[config.mk]
export PLATFORM = sky130hd
export DESIGN_NAME = uart_instr_loader_flat
export DESIGN_NICKNAME = d
export VERILOG_FILES = /design/src/rtl/uart_instr_loader_pkg.sv /design/src/rtl/uart_instr_loader_if.sv /design/src/rtl/uart_instr_loader_rx_byte.sv /design/src/rtl/uart_instr_loader.sv /design/src/flat_wrapper.sv
export SDC_FILE = /design/constraint.sdc
export NUM_CORES = 1
export LEC_CHECK = 0
export BUFFER_PORTS_ARGS = -buffer_cell sky130_fd_sc_hd__buf_2
export CAP_MARGIN = 10
export CORE_MARGIN = 3
export CORE_UTILIZATION = 56
export CTS_CLUSTER_DIAMETER = 200
export CTS_CLUSTER_SIZE = 14
export DETAILED_ROUTE_END_ITERATION = 10
export PLACE_DENSITY = 0.78
export SYNTH_ARGS = -nofsm -noshare
export SYNTH_HDL_FRONTEND = slang
export SYNTH_SLANG_ARGS = --single-unit
export TNS_END_PERCENT = 10
[constraint.sdc]
create_clock -name clk -period 1.8 [get_ports clk]
set_input_delay 0.18 -clock clk [delete_from_list [all_inputs] [get_ports clk]]
set_output_delay 0.18 -clock clk [all_outputs]
set_load 0.005 [all_outputs]
[src/rtl/uart_instr_loader_pkg.sv]
// Shared types and constants for the UART instruction loader.
package loader_pkg;

  typedef enum logic [1:0] {
    IDLE  = 2'd0,
    START = 2'd1,
    DATA  = 2'd2,
    STOP  = 2'd3
  } rx_state_t;

  localparam int OVERSAMPLE = 16;
  localparam int MID_SAMPLE = 8;

  // Rounded clk cycles per oversample tick.
  function automatic int calc_div(input int clk_freq, input int baud);
    return (clk_freq + (OVERSAMPLE / 2) * baud) / (OVERSAMPLE * baud);
  endfunction

endpackage

[src/rtl/uart_instr_loader_if.sv]
// Instruction-memory write port: single-cycle strobe with word address and data.
interface imem_wr_if #(
  parameter int ADDR_W = 8
);
  logic              we;
  logic [ADDR_W-1:0] wa;
  logic [31:0]       wd;

  modport master (output we, wa, wd);
  modport slave  (input  we, wa, wd);
endinterface

[src/rtl/uart_instr_loader_rx_byte.sv]
// 8N1 byte receiver: rxd synchroniser, 16x tick generator and receive FSM.
module uart_rx_byte
  import loader_pkg::*;
#(
  parameter int CLK_FREQ = 50_000_000,
  parameter int BAUD     = 115200
) (
  input  logic       clk,
  input  logic       rst,
  input  logic       rxd,
  output logic       byte_valid,
  output logic [7:0] byte_data,
  output logic       frame_err_pulse,
  output logic       busy
);

  localparam int DIV   = calc_div(CLK_FREQ, BAUD);
  localparam int DIV_W = $clog2(DIV + 1);

  logic             rxd_meta_q, rxd_meta_d;
  logic             rxd_sync_q, rxd_sync_d;
  logic             rxd_prev_q, rxd_prev_d;
  logic [DIV_W-1:0] div_cnt_q, div_cnt_d;
  logic             tick, start_edge;

  rx_state_t        state_q;
  logic [3:0]       tick_cnt_q;
  logic [2:0]       bit_idx_q;
  logic [7:0]       shift_q;
  logic             byte_valid_q;
  logic             frame_err_q;

  always_comb begin
    rxd_meta_d = rxd;
    rxd_sync_d = rxd_meta_q;
    rxd_prev_d = rxd_sync_q;
    tick       = (div_cnt_q == DIV_W'(DIV - 1));
    start_edge = (state_q == IDLE) && rxd_prev_q && !rxd_sync_q;
    // Realign the tick phase to each start edge so sampling stays mid-bit.
    div_cnt_d  = (start_edge || tick) ? '0 : div_cnt_q + 1'b1;
  end

  always_ff @(posedge clk) begin
    if (!rst) begin
      rxd_meta_q <= 1'b1;
      rxd_sync_q <= 1'b1;
      rxd_prev_q <= 1'b1;
      div_cnt_q  <= '0;
    end else begin
      rxd_meta_q <= rxd_meta_d;
      rxd_sync_q <= rxd_sync_d;
      rxd_prev_q <= rxd_prev_d;
      div_cnt_q  <= div_cnt_d;
    end
  end

  always_ff @(posedge clk) begin
    if (!rst) begin
      state_q      <= IDLE;
      tick_cnt_q   <= '0;
      bit_idx_q    <= '0;
      shift_q      <= '0;
      byte_valid_q <= 1'b0;
      frame_err_q  <= 1'b0;
    end else begin
      byte_valid_q <= 1'b0;
      frame_err_q  <= 1'b0;
      case (state_q)
        IDLE: begin
          if (start_edge) begin
            state_q    <= START;
            tick_cnt_q <= '0;
          end
        end
        START: begin
          if (tick) begin
            if (tick_cnt_q == 4'(MID_SAMPLE - 1)) begin
              tick_cnt_q <= '0;
              bit_idx_q  <= '0;
              // A start bit that is high again by mid-bit was only a glitch.
              state_q    <= rxd_sync_q ? IDLE : DATA;
            end else begin
              tick_cnt_q <= tick_cnt_q + 1'b1;
            end
          end
        end
        DATA: begin
          if (tick) begin
            if (tick_cnt_q == 4'(OVERSAMPLE - 1)) begin
              tick_cnt_q <= '0;
              shift_q    <= {rxd_sync_q, shift_q[7:1]};
              bit_idx_q  <= bit_idx_q + 1'b1;
              if (bit_idx_q == 3'd7) state_q <= STOP;
            end else begin
              tick_cnt_q <= tick_cnt_q + 1'b1;
            end
          end
        end
        STOP: begin
          if (tick) begin
            if (tick_cnt_q == 4'(OVERSAMPLE - 1)) begin
              tick_cnt_q <= '0;
              state_q    <= IDLE;
              if (rxd_sync_q) byte_valid_q <= 1'b1;
              else            frame_err_q  <= 1'b1;
            end else begin
              tick_cnt_q <= tick_cnt_q + 1'b1;
            end
          end
        end
        default: state_q <= IDLE;
      endcase
    end
  end

  assign byte_valid      = byte_valid_q;
  assign byte_data       = shift_q;
  assign frame_err_pulse = frame_err_q;
  assign busy            = (state_q != IDLE);

endmodule

[src/rtl/uart_instr_loader.sv]
// Serial program loader: packs UART bytes big-endian into 32-bit instruction words.
// Optional partial-word timeout enabled by defining LOADER_TIMEOUT_EN.
module uart_instr_loader
  import loader_pkg::*;
#(
  parameter int CLK_FREQ     = 50_000_000,
  parameter int BAUD         = 115200,
  parameter int ADDR_W       = 8,
  parameter int TIMEOUT_BITS = 64
) (
  input  logic        clk,
  input  logic        rst,
  input  logic        rxd,
  imem_wr_if.master   imem,
  output logic        hold,
  output logic        loaded,
  output logic        frame_err
);

  logic       byte_valid, frame_err_pulse, busy;
  logic [7:0] byte_data;

  uart_rx_byte #(
    .CLK_FREQ (CLK_FREQ),
    .BAUD     (BAUD)
  ) u_rx (
    .clk             (clk),
    .rst             (rst),
    .rxd             (rxd),
    .byte_valid      (byte_valid),
    .byte_data       (byte_data),
    .frame_err_pulse (frame_err_pulse),
    .busy            (busy)
  );

  logic [1:0]        byte_idx_q, byte_idx_d;
  logic [23:0]       buf_q, buf_d;
  logic              we_q, we_d;
  logic [ADDR_W-1:0] wa_q, wa_d;
  logic [31:0]       wd_q, wd_d;
  logic              loaded_q, loaded_d;
  logic              frame_err_q, frame_err_d;
  logic              timeout_hit;

`ifdef LOADER_TIMEOUT_EN
  localparam int CPB   = OVERSAMPLE * calc_div(CLK_FREQ, BAUD);
  localparam int CPB_W = $clog2(CPB + 1);
  localparam int BIT_W = $clog2(TIMEOUT_BITS + 1);

  logic [CPB_W-1:0] clk_cnt_q, clk_cnt_d;
  logic [BIT_W-1:0] bit_cnt_q, bit_cnt_d;

  // Bit-times are only counted while idle between bytes of a partial word.
  always_comb begin
    clk_cnt_d = clk_cnt_q + 1'b1;
    bit_cnt_d = bit_cnt_q;
    if (busy || byte_idx_q == 2'd0) begin
      clk_cnt_d = '0;
      bit_cnt_d = '0;
    end else if (clk_cnt_q == CPB_W'(CPB - 1)) begin
      clk_cnt_d = '0;
      bit_cnt_d = bit_cnt_q + 1'b1;
    end
    timeout_hit = (bit_cnt_q == BIT_W'(TIMEOUT_BITS));
  end

  always_ff @(posedge clk) begin
    if (!rst) begin
      clk_cnt_q <= '0;
      bit_cnt_q <= '0;
    end else begin
      clk_cnt_q <= clk_cnt_d;
      bit_cnt_q <= bit_cnt_d;
    end
  end
`else
  logic [31:0] unused_timeout_bits;
  assign unused_timeout_bits = TIMEOUT_BITS;
  assign timeout_hit = 1'b0;
`endif

  always_comb begin
    byte_idx_d  = byte_idx_q;
    buf_d       = buf_q;
    we_d        = 1'b0;
    wa_d        = wa_q + ADDR_W'(we_q);
    wd_d        = wd_q;
    loaded_d    = loaded_q;
    frame_err_d = frame_err_q;
    if (frame_err_pulse) begin
      byte_idx_d  = '0;
      frame_err_d = 1'b1;
    end else if (byte_valid) begin
      buf_d = {buf_q[15:0], byte_data};
      if (byte_idx_q == 2'd3) begin
        // wd only changes here, so it is stable through the we cycle.
        wd_d       = {buf_q, byte_data};
        we_d       = 1'b1;
        loaded_d   = 1'b1;
        byte_idx_d = '0;
      end else begin
        byte_idx_d = byte_idx_q + 1'b1;
      end
    end else if (timeout_hit) begin
      byte_idx_d = '0;
    end
  end

  always_ff @(posedge clk) begin
    if (!rst) begin
      byte_idx_q  <= '0;
      buf_q       <= '0;
      we_q        <= 1'b0;
      wa_q        <= '0;
      wd_q        <= '0;
      loaded_q    <= 1'b0;
      frame_err_q <= 1'b0;
    end else begin
      byte_idx_q  <= byte_idx_d;
      buf_q       <= buf_d;
      we_q        <= we_d;
      wa_q        <= wa_d;
      wd_q        <= wd_d;
      loaded_q    <= loaded_d;
      frame_err_q <= frame_err_d;
    end
  end

  assign imem.we   = we_q;
  assign imem.wa   = wa_q;
  assign imem.wd   = wd_q;
  assign hold      = busy || (byte_idx_q != 2'd0);
  assign loaded    = loaded_q;
  assign frame_err = frame_err_q;

endmodule

[src/flat_wrapper.sv]
// flat-port wrapper written by rule: the top's interface ports become plain ports
module uart_instr_loader_flat import loader_pkg::*;
#(
  parameter int CLK_FREQ     = 50_000_000,
  parameter int BAUD         = 115200,
  parameter int ADDR_W       = 8,
  parameter int TIMEOUT_BITS = 64
)
  (clk, rst, rxd, hold, loaded, frame_err, imem_we, imem_wa, imem_wd);
  imem_wr_if #(.ADDR_W(ADDR_W)) imem_i ();
  input  logic clk;
  input  logic rst;
  input  logic rxd;
  output logic hold;
  output logic loaded;
  output logic frame_err;
  output wire logic [$bits(imem_i.we)-1:0] imem_we;
  output wire logic [$bits(imem_i.wa)-1:0] imem_wa;
  output wire logic [$bits(imem_i.wd)-1:0] imem_wd;
  assign imem_we = imem_i.we;
  assign imem_wa = imem_i.wa;
  assign imem_wd = imem_i.wd;
  uart_instr_loader #(.CLK_FREQ(CLK_FREQ), .BAUD(BAUD), .ADDR_W(ADDR_W), .TIMEOUT_BITS(TIMEOUT_BITS)) u_core (.clk(clk), .rst(rst), .rxd(rxd), .imem(imem_i), .hold(hold), .loaded(loaded), .frame_err(frame_err));
endmodule
==> results.md <==
- #FFs+latches synth: 96
- Remaining global-route overflow: 0
- H-tree depth: 3
- CTS tree: done
- Sw Share: roughly 22%
- CTS Sinks: between 90 and 100
- # IOs: 47
- Period utilisation layout: 89.3%
- Mapped Nets: between 400 and 500
- Pre-CTS WS: between 0.2 and 0.25 ns
- Antenna diodes: 0
- Commonest non-fill, non-tap cell in the layout: nand2_1
- Crit-path max cell delay: between 0.3 and 0.4 ns
- Clk root buf: clkbuf_8
- Final setup margin: 0.193 ns
- Worst path required time: between 1.5 and 2 ns
- Hold_buf cts: 0
- WS Path Type: flop to output port
- Comb pwr share: approximately 2.1%
- Maximum clock path buffer count: 2
- Max-slew headroom: a little under three quarters
- Port-buffer cells: 46
- Ys async rst share: 0%
- Total GRT Usage: roughly a fifth
- Fin. Hold Viols: 0
- Pint: around 2700 uW
- Commonest cells after routing, fill and taps aside: nand2_1, dfxtp_1, a21oi_1
- Static leakage: between 0.0015 and 0.002 uW
- Switching Power: approximately 770 uW
- # setup viols final: 0
- DR iter-0 viols: ~170
- Nets: 469
- Number of CTS-inserted buffers: 9
- Via count: approximately 2800
- Core area: roughly 0.0061 sq mm
- Post-Layout Cell Count: around 540
- Cell area power density: ~860 mW/mm^2
- WP data arrival: about 1.4 ns
- Cells after DPL: roughly 520
- Crit path cell chain: buf_4 > nor2_1 > nand2_1 > buf_2
- HP Class: input port to flop
- Met1 GRT Util: around 24%
- CP endpoint kind: output port
- Worst hold slack: about 0.02 ns
- Die height: roughly 86 um
- First-pass GRT wire length: 11400 um
- Starting density of the core: around three fifths
- Sequential power share: 61.1%
- Sequential area share after synthesis: a little over half
- Max Fclk: 622 MHz
- Sequential cell area: between 0.0015 and 0.002 sq mm
- Share of post-route cells with drive strength above 1: about 16%
- Pre-Repair DR Iteration Count: 4
- Met2 Use GR: around 31%
- Global-route met3 utilization: 3.75%
- Post-synth EDFFs: 0
- Post-CTS setup buffer count: 0
- Routed vias/inst: 5.23
- RSZ-0062 raised after global routing: no
- Die W: 86.1 um
- WL/cell: approximately 13 um
- Slowest cell on crit path: nor2_1
- Main synth FF type: dfxtp_1
- Least-Margin Pin Slew: approximately 0.42 ns
- Synth warn: 0
- Area Growth Syn to Fin: 13.4%
- Area occupied by multi-input gates: between 0.0015 and 0.002 sq mm
- Final WL: 6770 um
- DRC Markers: 0
- Avg Inst Size Synth: between 8 and 9 sq um
- Routability cong.: between 0.8 and 0.9
- Clock slew at reported path FFs: 0.08 ns
- Routed Antenna Nets: 0
- Worst-path fanout max: 11
- HPWL after DPL: between 4000 and 5000 um
- Filler cell count: 519
- Fin Clk Skew: 0.00812 ns
- Final Max Tran Viols: 0
- Die area: 0.00742 sq mm
- Max rail drop VDD: about 0.46 mV
- Max-Cap Viols: 0
- Status: finished clean
- Skew-Pair Late Insertion Delay: 0.34 ns
- Synth cell types: 38
- Clock power share: a little under two fifths
- Nature of the critical path startpoint: flop
- Cell area after synthesis: 0.00360 sq mm
- Largest net degree at the start of global routing: 64
- Post_cts resized: 0
- Minimum clock period: 1.61 ns
- Syn Inst Count: around 420
- Cell Rows: 28
- Initial antenna violation count: 0
- TNS Setup: 0 ns
- Number of global-route vias before repair: 2603
- Busiest grt layer: met2
## per-layer routing
metal | vias up | routed length [um] | share of wire, %
li1 | 1444 | - | -
met1 | 1307 | 3280 | 48
met2 | 51 | 3170 | 47
met3 | 8 | 249 | 3.7
met4 | 0 | 65 | 0.96
met5 | - | 0 | 0
## final cells by class
type / count / share of cell area (%)
Clock inverter: 4 / 0.705
Tap cell: 75 / 2.30
Clock buffer: 12 / 3.80
Inverter: 4 / 0.368
Timing Repair Buffer: 54 / 7.73
Sequential cell: 96 / 47.1
Multi-Input combinational cell: 292 / 38.0
## sequential cells by signal (all words and copies together) (netlist names), named ones only
signal and count:
u_core.u_rx.rxd_meta_q 1, u_core.loaded 1, u_core.imem.wa 8, u_core.u_rx.frame_err_pulse 1, u_core.imem.wd 32, u_core.u_rx.state_q 1
u_core.frame_err 1, u_core.imem.we 1, u_core.u_rx.div_cnt_q 5, u_core.u_rx.tick_cnt_q 4, u_core.u_rx.byte_valid 1, u_core.u_rx.rxd_prev_q 1
u_core.byte_idx_q 2, u_core.u_rx.rxd_prev_d 1, u_core.u_rx.byte_data 8, u_core.u_rx.bit_idx_q 3, u_core.buf_q 24
## worst max-delay path, delay by kind of cell, from the launching register on
kind                   cells  cell delay, ns
AND/OR/NAND/NOR            2            0.46
buffers and inverters      2            0.31
flip-flops                 1            0.32
## final timing paths
path | start | endpoint | slack [ns] | depth (start not counted)
setup / recovery | flop | hold | 0.19 | 4
hold / removal | rxd | u_core.u_rx.rxd_meta_q | 0.02 | 2
setup reg to reg | u_core.u_rx.div_cnt_q[0] | u_core.u_rx.byte_data[0] | 0.22 | 7
hold reg to reg | u_core.u_rx.rxd_meta_q | u_core.u_rx.rxd_prev_d | 0.42 | 1
## power groups by stage
stage / logic [uW] / clock network (uW) / registers (uW)
3_3_place_gp: 72.6 / 0 / 2190
3_5_place_dp: 73.1 / 0 / 2190
6_report: 73.4 / 1290 / 2140
5_1_grt: 82.6 / 1390 / 2140
4_1_cts: 73.4 / 1300 / 2140
2_1_floorplan: 59.5 / 0 / 2190
## cell families (layout without fill, tap and decap cells)
kind of cell | Yosys count | in the layout | share of synthesized area (%)
compound gates | 71 | 71 | 10.9
xor+xnor | 10 | 10 | 2.43
fa+ha+maj | 9 | 9 | 3.13
buf+inv | 29 | 74 | 3.48
flops | 96 | 96 | 53.4
mux | 11 | 11 | 3.06
simple gates | 191 | 191 | 23.5
## stage by stage
| stage | utilization (%) | area, sq um | power [uW] |
|---|---|---|---|
| 4_1_cts | 67.3 | 4080 | 3510 |
| 5_1_grt | 67.3 | 4080 | 3620 |
| 3_5_place_dp | 64.3 | 3900 | 2260 |
| 2_1_floorplan | - | 3600 | 2250 |
| 3_3_place_gp | 64.3 | 3900 | 2260 |
| 6_report | 67.3 | 4080 | 3500 |
## cells in the mapped netlist, drive strengths merged, types with 2 or more instances
| cell | number | share of area [%] |
|---|---|---|
| inv | 4 | 0.42 |
| mux2i | 11 | 3.1 |
| and2 | 4 | 0.70 |
| a21oi | 61 | 8.5 |
| o211a | 2 | 0.56 |
| clkbuf | 18 | 1.9 |
| nor3 | 2 | 0.59 |
| xnor2 | 4 | 0.97 |
| nor2 | 36 | 3.8 |
| nand3 | 12 | 1.7 |
| nand2 | 116 | 12 |
| nand4b | 3 | 1.1 |
| and3 | 2 | 0.35 |
| o21ai | 2 | 0.28 |
| dfxtp | 96 | 53 |
| ha | 9 | 3.1 |
| nand2b | 8 | 1.4 |
| xor2 | 6 | 1.5 |
| buf | 7 | 1.1 |
No activity file was read; power rests on OpenSTA's default activity.
